### config.mk
export PLATFORM = sky130hd
export DESIGN_NAME = parallel_link_ctrl
export DESIGN_NICKNAME = d
export VERILOG_FILES = /design/src/rtl/parallel_link_ctrl.sv
export SDC_FILE = /design/constraint.sdc
export NUM_CORES = 1
export LEC_CHECK = 0
export CAP_MARGIN = 30
export CORE_ASPECT_RATIO = 1.1
export CORE_MARGIN = 2
export CORE_UTILIZATION = 37
export CTS_CLUSTER_SIZE = 24
export DETAILED_ROUTE_END_ITERATION = 7
export DONT_BUFFER_PORTS = 1
export PLACE_DENSITY = 0.49
export SKIP_LAST_GASP = 1
export SYNTH_ARGS = -nofsm -noshare
export SYNTH_HDL_FRONTEND = slang
export SYNTH_SLANG_ARGS = --single-unit
### constraint.sdc
create_clock -name CLK -period 3.9 [get_ports CLK]
set_clock_uncertainty 0.05 [all_clocks]
set_input_delay 0.585 -clock CLK [delete_from_list [all_inputs] [get_ports CLK]]
set_output_delay 0.585 -clock CLK [all_outputs]
set_load 0.005 [all_outputs]
### src/rtl/parallel_link_ctrl.sv
// rtl/parallel_link_ctrl.sv - link supervisor sequencing clear, train, run and retry for parallel_send
module parallel_link_ctrl #(
   parameter int TRAIN_TIMEOUT = 4096,
   parameter int PULL_GAP      = 0,
   parameter int MAX_RETRY     = 7,
   parameter int ERR_LIMIT     = 3
) (
   input  logic        CLK,
   input  logic        RSTX,
   input  logic        START,
   input  logic        STOP,
   input  logic        RX_LOCKED,
   input  logic        RX_ERR,
   input  logic        DOPUSH,
   output logic        DOPULL,
   output logic        CLR,
   output logic        BUSY,
   output logic        LINK_UP,
   output logic        FAIL,
   output logic [3:0]  RETRY_CNT,
   output logic [31:0] WORD_CNT
);

   localparam int TW = (TRAIN_TIMEOUT > 1) ? $clog2(TRAIN_TIMEOUT) : 1;
   localparam int GW = (PULL_GAP > 0) ? $clog2(PULL_GAP + 1) : 1;
   localparam logic [TW-1:0] TIMER_LAST = TW'(TRAIN_TIMEOUT - 1);
   localparam logic [GW-1:0] GAP_LAST   = GW'(PULL_GAP);
   localparam logic [3:0]    RETRY_MAX  = 4'(MAX_RETRY);
   localparam logic [3:0]    ERR_MAX    = 4'(ERR_LIMIT);

   typedef enum logic [2:0] {
      S_IDLE, S_CLEAR, S_TRAIN, S_RUN, S_BACKOFF, S_FAILED
   } state_t;

   state_t        state, state_nxt;
   logic [3:0]    phase_cnt, phase_nxt;
   logic [TW-1:0] timer, timer_nxt;
   logic [GW-1:0] gap_cnt, gap_nxt;
   logic [3:0]    err_cnt, err_nxt;
   logic [3:0]    retry_cnt, retry_nxt;
   logic [31:0]   word_cnt, word_nxt;
   logic [3:0]    err_inc;
   logic          retry_evt;

   always_ff @(posedge CLK or negedge RSTX) begin
      if (!RSTX) begin
         state     <= S_IDLE;
         phase_cnt <= '0;
         timer     <= '0;
         gap_cnt   <= '0;
         err_cnt   <= '0;
         retry_cnt <= '0;
         word_cnt  <= '0;
      end else begin
         state     <= state_nxt;
         phase_cnt <= phase_nxt;
         timer     <= timer_nxt;
         gap_cnt   <= gap_nxt;
         err_cnt   <= err_nxt;
         retry_cnt <= retry_nxt;
         word_cnt  <= word_nxt;
      end
   end

   always_comb begin
      state_nxt = state;
      phase_nxt = phase_cnt;
      timer_nxt = timer;
      gap_nxt   = gap_cnt;
      err_nxt   = err_cnt;
      retry_nxt = retry_cnt;
      word_nxt  = word_cnt;
      retry_evt = 1'b0;
      err_inc   = err_cnt + 4'(RX_ERR);

      // Pacing runs free through TRAIN and RUN; only TRAIN entry rewinds it.
      if (state == S_TRAIN || state == S_RUN)
         gap_nxt = (gap_cnt == GAP_LAST) ? '0 : gap_cnt + 1'b1;

      case (state)
         S_IDLE: begin
            if (START) begin
               state_nxt = S_CLEAR;
               phase_nxt = '0;
               retry_nxt = '0;
               word_nxt  = '0;
               err_nxt   = '0;
            end
         end
         S_CLEAR: begin
            if (phase_cnt == 4'd1) begin
               state_nxt = S_TRAIN;
               timer_nxt = '0;
               gap_nxt   = '0;
            end else begin
               phase_nxt = phase_cnt + 4'd1;
            end
         end
         S_TRAIN: begin
            if (RX_LOCKED) begin
               state_nxt = S_RUN;
               err_nxt   = '0;
            end else if (timer == TIMER_LAST) begin
               retry_evt = 1'b1;
            end else begin
               timer_nxt = timer + 1'b1;
            end
         end
         S_RUN: begin
            if (DOPUSH)
               word_nxt = word_cnt + 32'd1;
            err_nxt = err_inc;
            if (!RX_LOCKED || err_inc >= ERR_MAX)
               retry_evt = 1'b1;
         end
         S_BACKOFF: begin
            if (phase_cnt == 4'd15) begin
               state_nxt = S_CLEAR;
               phase_nxt = '0;
            end else begin
               phase_nxt = phase_cnt + 4'd1;
            end
         end
         S_FAILED: ;
         default: state_nxt = S_IDLE;
      endcase

      if (retry_evt) begin
         if (retry_cnt == RETRY_MAX) begin
            state_nxt = S_FAILED;
         end else begin
            state_nxt = S_BACKOFF;
            phase_nxt = '0;
            retry_nxt = (retry_cnt == 4'd15) ? 4'd15 : retry_cnt + 4'd1;
         end
      end

      if (STOP)
         state_nxt = S_IDLE;
   end

   assign DOPULL    = (state == S_TRAIN || state == S_RUN) && (gap_cnt == '0);
   assign CLR       = (state == S_CLEAR);
   assign BUSY      = (state != S_IDLE) && (state != S_FAILED);
   assign LINK_UP   = (state == S_RUN);
   assign FAIL      = (state == S_FAILED);
   assign RETRY_CNT = retry_cnt;
   assign WORD_CNT  = word_cnt;

endmodule
Word level (Yosys, flattened, before mapping)
Index checks and enable logic that the tools add are counted.
{ "totals": {"regBits": 60, "out_inout_bits": 41, "wordCells": 89} }
{ "op_classes": {"add_sub_neg": 6, "order_cmp": 1, "eq_ne": 22, "n_mux": 37, "n_bitwise": 1, "reduce_logical": 15} }
{ "ops": {"columns": ["operator", "count"], "rows": [
  ["32-bit two-way mux", 2],
  ["32-bit case mux with 2 select lines", 1],
  ["4-bit two-way mux", 12],
  ["12-bit two-way mux", 3],
  ["32-bit by 1-bit adder with 32-bit output, second input constant", 1],
  ["12-bit case mux with 2 select lines", 1],
  ["4-bit case mux with 3 select lines", 2],
  ["3-bit two-way mux", 6],
  ["3-bit case mux with 5 select lines", 1],
  ["12-bit by 1-bit adder with 12-bit output, second input constant", 1],
  ["12-bit == test, second input constant", 1],
  ["4-bit != test, second input constant", 3],
  ["2-bit != test, second input constant", 5],
  ["4-bit by 1-bit adder with 4-bit output, second input constant", 2],
  ["4-bit == test, second input constant", 2],
  ["1-bit two-way mux", 8],
  ["3-bit by 2-bit == test with 1-bit output, second input constant", 2],
  ["3-bit == test, second input constant", 2],
  ["3-bit AND reduction", 2],
  ["3-bit nonzero test", 2],
  ["5-bit AND reduction", 1],
  ["4-bit by 1-bit adder with 4-bit output", 1],
  ["4-bit by 1-bit == test with 1-bit output, second input constant", 1],
  ["4-bit by 3-bit == test with 1-bit output, second input constant", 1],
  ["16 further kinds", 19]
]} }

Logic depth before layout (Yosys ltp)
{ "logic_depth": {"ltp_word": 7, "depth_mapped": 8, "depth_no_buf": 7} }

Worst setup path after synthesis
OpenSTA, ideal clock, no wires.
{ "synth_timing": {"path_type": "input port to flip-flop", "start": "input port START", "end": "register word_cnt[26] (netlist: WORD_CNT[26])", "setup_ns": 0.066, "arrival_time_ns": 2.086, "required_ns": 3.784, "path_slack_ns": 1.698, "path_stages": 6, "path_buffers": 1, "cell_sequence": "or3b_1 buf_2 a211oi_4 nand2_4 or4_1 nand2_1"} }
{ "synth_between": {"elab_chain_cells": 2} }
{ "synth_lines": {"columns": ["item", "line", "rtl"], "rows": [
  ["from (decl)", "10", "input logic START,"],
  ["2-bit != test (no line)", null, null],
  ["3-bit AND reduction (no line)", null, null],
  ["to (signal assigned)", "61", "word_cnt <= word_nxt;"],
  ["to (decl)", "41", "logic [31:0] word_cnt, word_nxt;"]
]} }
No other way between the ends.
A chain may end at the register's enable or synchronous reset.

Final worst setup path
{ "layout_timing": {"start": "register state[0]", "end": "register word_cnt[26] (netlist: WORD_CNT[26])"} }
{ "layout_between": {"elab_chain_cells": 3, "elab_cells_between_ends": 7, "classes_between": "eq/ne: 3; mux: 1; reduce/logical: 3"} }
{ "layout_lines": {"columns": ["item", "line", "rtl"], "rows": [
  ["from (decl)", "35", "state_t state, state_nxt;"],
  ["from (signal assigned)", "55", "state <= state_nxt;"],
  ["3-bit by 2-bit == test with 1-bit output or 3-bit logical NOT (tied branches)", "80", "case (state)"],
  ["2-bit != test (no line) or 2-bit nonzero test (tied branches)", null, null],
  ["3-bit AND reduction (no line)", null, null]
]} }
Parallel ways exist; a longest one is shown, timed or not.

==> flow_summary.ini <==
[route]
antenna_left = 0
totalWireLength_microns = 7140
initialDrtViolationCount = 50
dr.max_layer_used = met4
wl_met1_microns = 3340
drtPass1Iterations = 4
routedWlPerCell_microns = 15.5
drc = 0
post_drt_via_cell_ratio = 5.30
via_count = 2433
route.met2.wl_microns = 3190
met3_length_microns = 478

[synthesis]
ys_seq_elements = 60
async_sr_flop_fraction_pct = 100
synth.avg_cell_area_sq_um = 9.39
synth_area_leader_cell = sky130_fd_sc_hd__dfrtp_1
synth_top_cell_area_share_pct = 46.9
synthesis.yosys.warnings = 0
post_synth_num_cell_types = 50
yosysSeqAreaShare_pct = 46.9
synth-main-ff-cell = sky130_fd_sc_hd__dfrtp_1
syn_area_sq_um = 3200
netlist_top_cells_area = sky130_fd_sc_hd__dfrtp_1, sky130_fd_sc_hd__xor2_1, sky130_fd_sc_hd__nor2_1
post_synth_inst_count = 341
number_of_enable_type_register_cells_in_the_synthesized_netlist = 0
synth.net_count = 355

[final_layout]
multiInputGateArea_sq_um = 1620
drive_gt1_share_pct = 7.76
area.growth.synth_to_final_pct = 11.8
area.sequential_sq_um = 1500
most-common-layout-cells = sky130_fd_sc_hd__dfrtp_1, sky130_fd_sc_hd__nor2_1, sky130_fd_sc_hd__nand3_1
finalNetCount = 357
fillCellCount = 841
antenna_cells = 0
final_util_pct = 42.6
final_design_area_no_fill_sq_um = 3580
most_common_cell_after_layout_fill_and_taps_aside = sky130_fd_sc_hd__dfrtp_1

[global_routing]
number_of_antenna_violations_at_the_first_check_in_global_routing = 0
grt_util_all_layers_pct = 16.6
grt_first_pass_wirelength_microns = 12000
overflow = 0
grt_max_degree = 61
grt_pass1_vias = 2384

[timing]
fmaxAchievable_mhz = 403
worst_hold_slack_ns = 0.0548
period_minus_slack_ns = 2.48
setup_tns_final_ns = 0
setup_repair_after_global_routing_missed_its_margin = false
maxSlewHeadroom_pct = 40.1
final-setup-viol-count = 0
worst_slew_pin_slew_ns = 0.886
share_of_the_clock_period_used_by_the_worst_path_pct = 63.7
setup_ws_ns = 1.42
final-max-slew-violation-count = 0
hold_violations = 0

[clocking]
clock_sinks = 60
tritoncts = yes
clkTransAtPathRegs_ns = 0.08
cts_max_path_buffers = 2
post_cts_buffers = 0
htreeDepth = 3
clkLatencyLatePin_ns = 0.35
cells_resized_by_post_cts_repair = 0
clock_root_buffer = sky130_fd_sc_hd__clkbuf_8
cts-buffers-inserted = 9

[worst_setup_path]
timing.critical_path.max_delay_family = simple AND/OR/NAND/NOR gates
worst-endpoint-required_ns = 4.14
cp-end-kind = flop
crit_fanout = 16
worstPathBufferInverterCount = 0
worst-setup-path-type = flop to flop
critPathArrivalTime_ns = 2.73
timing.critical_path.depth = 5
max_stage_delay_on_crit_path_ns = 0.57
worstSetupStartpointType = flop
r2r.worst_path.cells = 5
crit_chain = or3b_1 > a211oi_4 > nand2_4 > or4_1 > nand2_1
crit_path_top_delay_cell = sky130_fd_sc_hd__or3b_1

[power_and_ir_drop]
cellPowerDensity_nw_per_um2 = 474
ir_worst_vdd_uv = 214
leakagePower_nw = 1.57

[place]
globalplace.congestion = 0.774
post-dp-hpwl_microns = 4800
placement.io_buffers = 0
place_ws_ns = 1.42
placed_cell_area_sq_um = 3310

[die]
top_level_ports = 48
core.rowCount = 35
effective_utilization_at_floorplan_pct = 38.1
core_area_sq_um = 8410
fp.dieArea_sq_um = 9410
die_h_microns = 102
die_width_microns = 92.7

[job]
maxcap_viol_count = 0

[outcome]
result_of_the_run = complete, no violations

[hold_path]
worst_hold_path_type = primary input to async pin
-- final timing paths --
kind                            slack [ns]                       end                   start
worst max-delay path                  1.42  WORD_CNT[26]$_DFFE_PN0P_    state[0]$_DFFE_PN0P_
min in group CLK                      0.24      state[0]$_DFFE_PN0P_                    STOP
max in group asynchronous             3.50      state[2]$_DFFE_PN0P_                    RSTX
worst min register to register        0.47    err_cnt[0]$_DFFE_PN0P_  err_cnt[0]$_DFFE_PN0P_
worst max register to register        1.42  WORD_CNT[26]$_DFFE_PN0P_    state[0]$_DFFE_PN0P_
worst min-delay path                  0.05  WORD_CNT[13]$_DFFE_PN0P_                    RSTX
-- flip-flops by register name (all words and copies together) (netlist names) --
| signal | count |
|---|---|
| WORD_CNT | 32 |
| timer | 12 |
| RETRY_CNT | 4 |
| err_cnt | 4 |
| phase_cnt | 4 |
| state | 3 |
| gap_cnt | 1 |
-- report_power, final --
group / internal [mW] / total, mW / switching [mW]
clock network: 0.422 / 0.687 / 0.266
registers: 0.663 / 0.729 / 0.0665
logic: 0.106 / 0.280 / 0.174
total: 1.19 / 1.70 / 0.506
-- cells in the mapped netlist, types with 2 or more instances --
| library cell | count |
|---|---|
| sky130_fd_sc_hd__or3_1 | 5 |
| sky130_fd_sc_hd__mux2_2 | 2 |
| sky130_fd_sc_hd__nor2b_1 | 3 |
| sky130_fd_sc_hd__inv_1 | 8 |
| sky130_fd_sc_hd__a21oi_1 | 12 |
| sky130_fd_sc_hd__and2_1 | 4 |
| sky130_fd_sc_hd__nor2_1 | 48 |
| sky130_fd_sc_hd__o211ai_1 | 4 |
| sky130_fd_sc_hd__o21ai_0 | 14 |
| sky130_fd_sc_hd__ha_1 | 7 |
| sky130_fd_sc_hd__buf_2 | 3 |
| sky130_fd_sc_hd__nor3b_1 | 2 |
| sky130_fd_sc_hd__nor3_1 | 9 |
| sky130_fd_sc_hd__nand3b_1 | 2 |
| sky130_fd_sc_hd__xnor2_1 | 13 |
| sky130_fd_sc_hd__and3_1 | 8 |
| sky130_fd_sc_hd__dfrtp_1 | 60 |
| sky130_fd_sc_hd__and4_1 | 4 |
| sky130_fd_sc_hd__nand4_1 | 14 |
| sky130_fd_sc_hd__a211oi_1 | 5 |
| sky130_fd_sc_hd__xor2_1 | 23 |
| sky130_fd_sc_hd__nand2_1 | 23 |
| sky130_fd_sc_hd__nand2b_1 | 3 |
| sky130_fd_sc_hd__or4_1 | 2 |
| sky130_fd_sc_hd__a22o_1 | 4 |
| sky130_fd_sc_hd__clkbuf_1 | 9 |
| sky130_fd_sc_hd__nand3_1 | 27 |
-- cell families (layout without fill, tap and decap cells) --
family,count (synthesis),in the layout,synth area share [%]
AOI/OAI and AO/OA,53,53,11.4
xor gates and xnor gates,36,36,9.85
buffers and inverters,21,28,2.58
muxes,2,2,0.703
and+or+nand+nor,162,162,25.8
adders and majority gates,7,7,2.74
DFF,60,60,46.9
-- routing by layer --
metal  vias up  global-route usage (%)
li1       1212                       -
met2        50                    24.8
met5         -                       0
met1      1161                    21.3
met4         0                    6.79
met3        10                    7.07
-- worst reg2reg max path, stage by stage, from the launching register on --
cell and delay (ns):
sky130_fd_sc_hd__dfrtp_1 0.54, sky130_fd_sc_hd__or3b_1 0.57, sky130_fd_sc_hd__a211oi_4 0.57, sky130_fd_sc_hd__nand2_4 0.13, sky130_fd_sc_hd__or4_1 0.49, sky130_fd_sc_hd__nand2_1 0.07
-- per-stage QoR --
stage | power (mW) | cells
CTS | 1.72 | 459
floorplan | 0.936 | 341
finish | 1.70 | 459
global placement | 1.01 | 442
global route | 1.80 | 459
detailed placement | 1.01 | 442
-- area by class of cell --
cell class                      instances  share of cell area, %
Sequential cell                        60                   41.9
Timing Repair Buffer                    4                   1.40
Multi-Input combinational cell        260                   45.3
Inverter                                8                  0.839
Clock inverter                          7                   3.22
Clock buffer                            9                   3.46
Tap cell                              111                   3.88
-- what timing repair did --
item                                   in CTS  in global routing
endpoints found under the hold margin      60                  0
hold buffers                                1                  0
setup endpoints to repair                   0                  0
No activity file was read; power rests on OpenSTA's default activity.
==> variant: new RTL, same flow settings <==
Set the parameter `TRAIN_TIMEOUT` to 2048 (it was 4096).
--- a/src/rtl/parallel_link_ctrl.sv
+++ b/src/rtl/parallel_link_ctrl.sv
@@ -2,3 +2,3 @@
 module parallel_link_ctrl #(
-   parameter int TRAIN_TIMEOUT = 4096,
+   parameter int TRAIN_TIMEOUT = 2048,
    parameter int PULL_GAP      = 0,
Function: same outputs for any inputs over 10 cycles, from zero or initial values and one cycle with RSTX low; that may be too few to reach the edited logic, so the function may still have changed.
==> variant against the unedited design <==
- die area up 2.7%
- total power down 5.1%
- cell count down 0.22%
- sequential cell count down 1
- design area up 0.91%
- area after synthesis up 2.8%
- worst setup slack worse by 0.0028 ns
- highest routed layer unchanged
- critical endpoint is now LINK_UP
- wire length up 1.9%
==> variant: results (changes against the unedited design) <==
Parameter                              Value

Logic synthesis
  Most frequent cells after synthesis    sky130_fd_sc_hd__dfrtp_1 (59), sky130_fd_sc_hd__nor2_1 (42), sky130_fd_sc_hd__nand2_1 (26)
  Complex-gate fraction of the synthesized area    0.0920 (-0.0221)
  Number of nets produced by synthesis    357 (+0.56%)
  Portion of netlist area occupied by mux cells    0.0183 (+0.0112)
  Seq/Total Area, Yosys    0.449 (-0.0203)
  Post-synthesis area per instance    9.59 um2 (+2.2%)
  XOR/XNOR share of the synthesized area    0.0932 (-0.00532)
  Number of library cell types mapped by synthesis    46 (-8.0%)

Detailed routing
  DRC marker count from the first detailed-route iteration    76 (+52%)
  Aggregate routed wire length    7280 um (+1.9%)
  Post-detailed-route wirelength per cell    15.9 um (+2.2%)

Status
  Status    finished clean

Pwr
  P_leak    1.56 nW (-0.72%)
  Maximum vdd ir drop    0.211 mV (-1.4%)

Place
  Instance count after placement with tap cells included    441 (-0.23%)
  Dpl hpwl    4900 um (+2.0%)
  Post-place instance area    3360 um2 (+1.4%)

Worst setup path
  Worst flop-to-flop path endpoint    WORD_CNT[24]$_DFFE_PN0P_
  R2r setup slk    1.50 ns (+0.08 ns)
  Largest incremental delay on the critical path    0.74 ns (+0.17 ns)

Global routing
  Overall global routing resource usage    0.163 (-0.00298)
  Via count of the first global-routing pass    2353 (-1.3%)
  Largest net degree at the start of global routing    60 (-1.6%)

STA
  Transition time at the pin with the least slew margin    0.621 ns (-0.266 ns)

Final layout
  Final nets    353 (-1.1%)
==> variant: routing by layer <==
layer	vias to the layer above	part of all wire	track usage
met1	1219	0.46	0.206
li1	1224	-	-
met3	9	0.065	0.0636
met4	0	0.013	0.0569
met5	-	0	0
met2	53	0.46	0.255
==> variant: kinds of logic after synthesis <==
group	count (synthesis)
multiplexers	6
flip-flops	59
buffers and inverters	25
AO/OA/AOI/OAI	45
XOR/XNOR	35
AND/OR/NAND/NOR	166
adder cells (fa/ha/maj)	7
==> variant: worst register-to-register path, delay by kind of cell (launching register included) <==
kind / cells / cell delay [ns]
flip-flops: 1 / 0.59
AO/OA/AOI/OAI: 1 / 0.33
buffers and inverters: 1 / 0.37
XOR/XNOR: 1 / 0.16
AND/OR/NAND/NOR: 3 / 0.76
==> variant: worst max path at each step <==
stage | cells past startpoint | endpoint | startpoint | slack, ns
after floorplan | 6 | RETRY_CNT[0]$_DFF_PN0_ | RX_ERR | 1.93
after global placement | 6 | WORD_CNT[30]$_DFFE_PN0P_ | state[0]$_DFFE_PN0P_ | 1.56
after detailed placement | 6 | WORD_CNT[26]$_DFFE_PN0P_ | state[0]$_DFFE_PN0P_ | 1.49
after CTS | 3 | LINK_UP | state[1]$_DFFE_PN0P_ | 1.42
after global routing | 6 | WORD_CNT[27]$_DFFE_PN0P_ | state[1]$_DFFE_PN0P_ | 1.25
final | 3 | LINK_UP | state[1]$_DFFE_PN0P_ | 1.41
==> variant: power groups by stage <==
stage                     Clock, W  Sequential [W]  Combinational [W]
after global routing      0.000697        0.000735           0.000283
after detailed placement         0        0.000737           0.000234
final                     0.000640        0.000725           0.000246
after global placement           0        0.000734           0.000231
after floorplan                  0        0.000704           0.000211
after CTS                 0.000661        0.000724           0.000251
==> variant: layout make-up <==
| class | instances | area (um2) |
|---|---|---|
| clock buffer | 9 | 124 |
| clock inverter | 7 | 100 |
| fill | 896 | 5130 |
| inverter | 8 | 30.0 |
| multi-input combinational | 259 | 1700 |
| sequential | 59 | 1480 |
| tap | 114 | 143 |
| timing repair buffer | 2 | 35.0 |
==> variant: timing repair <==
| item | 4_1_cts | 5_1_grt |
|---|---|---|
| resized for setup | 0 | 0 |
| endpoints found under the hold margin | 59 | 0 |
| hold buffers | 1 | 0 |
==> variant: through the flow <==
step	hold slack [ns]	total power [W]	setup slack, ns
final	0.0506	0.00161	1.41
after global routing	0.0462	0.00172	1.25
after CTS	0.0514	0.00164	1.42
after detailed placement	0.241	0.000971	1.49
after global placement	0.241	0.000965	1.56
after floorplan	0.239	0.000915	1.93
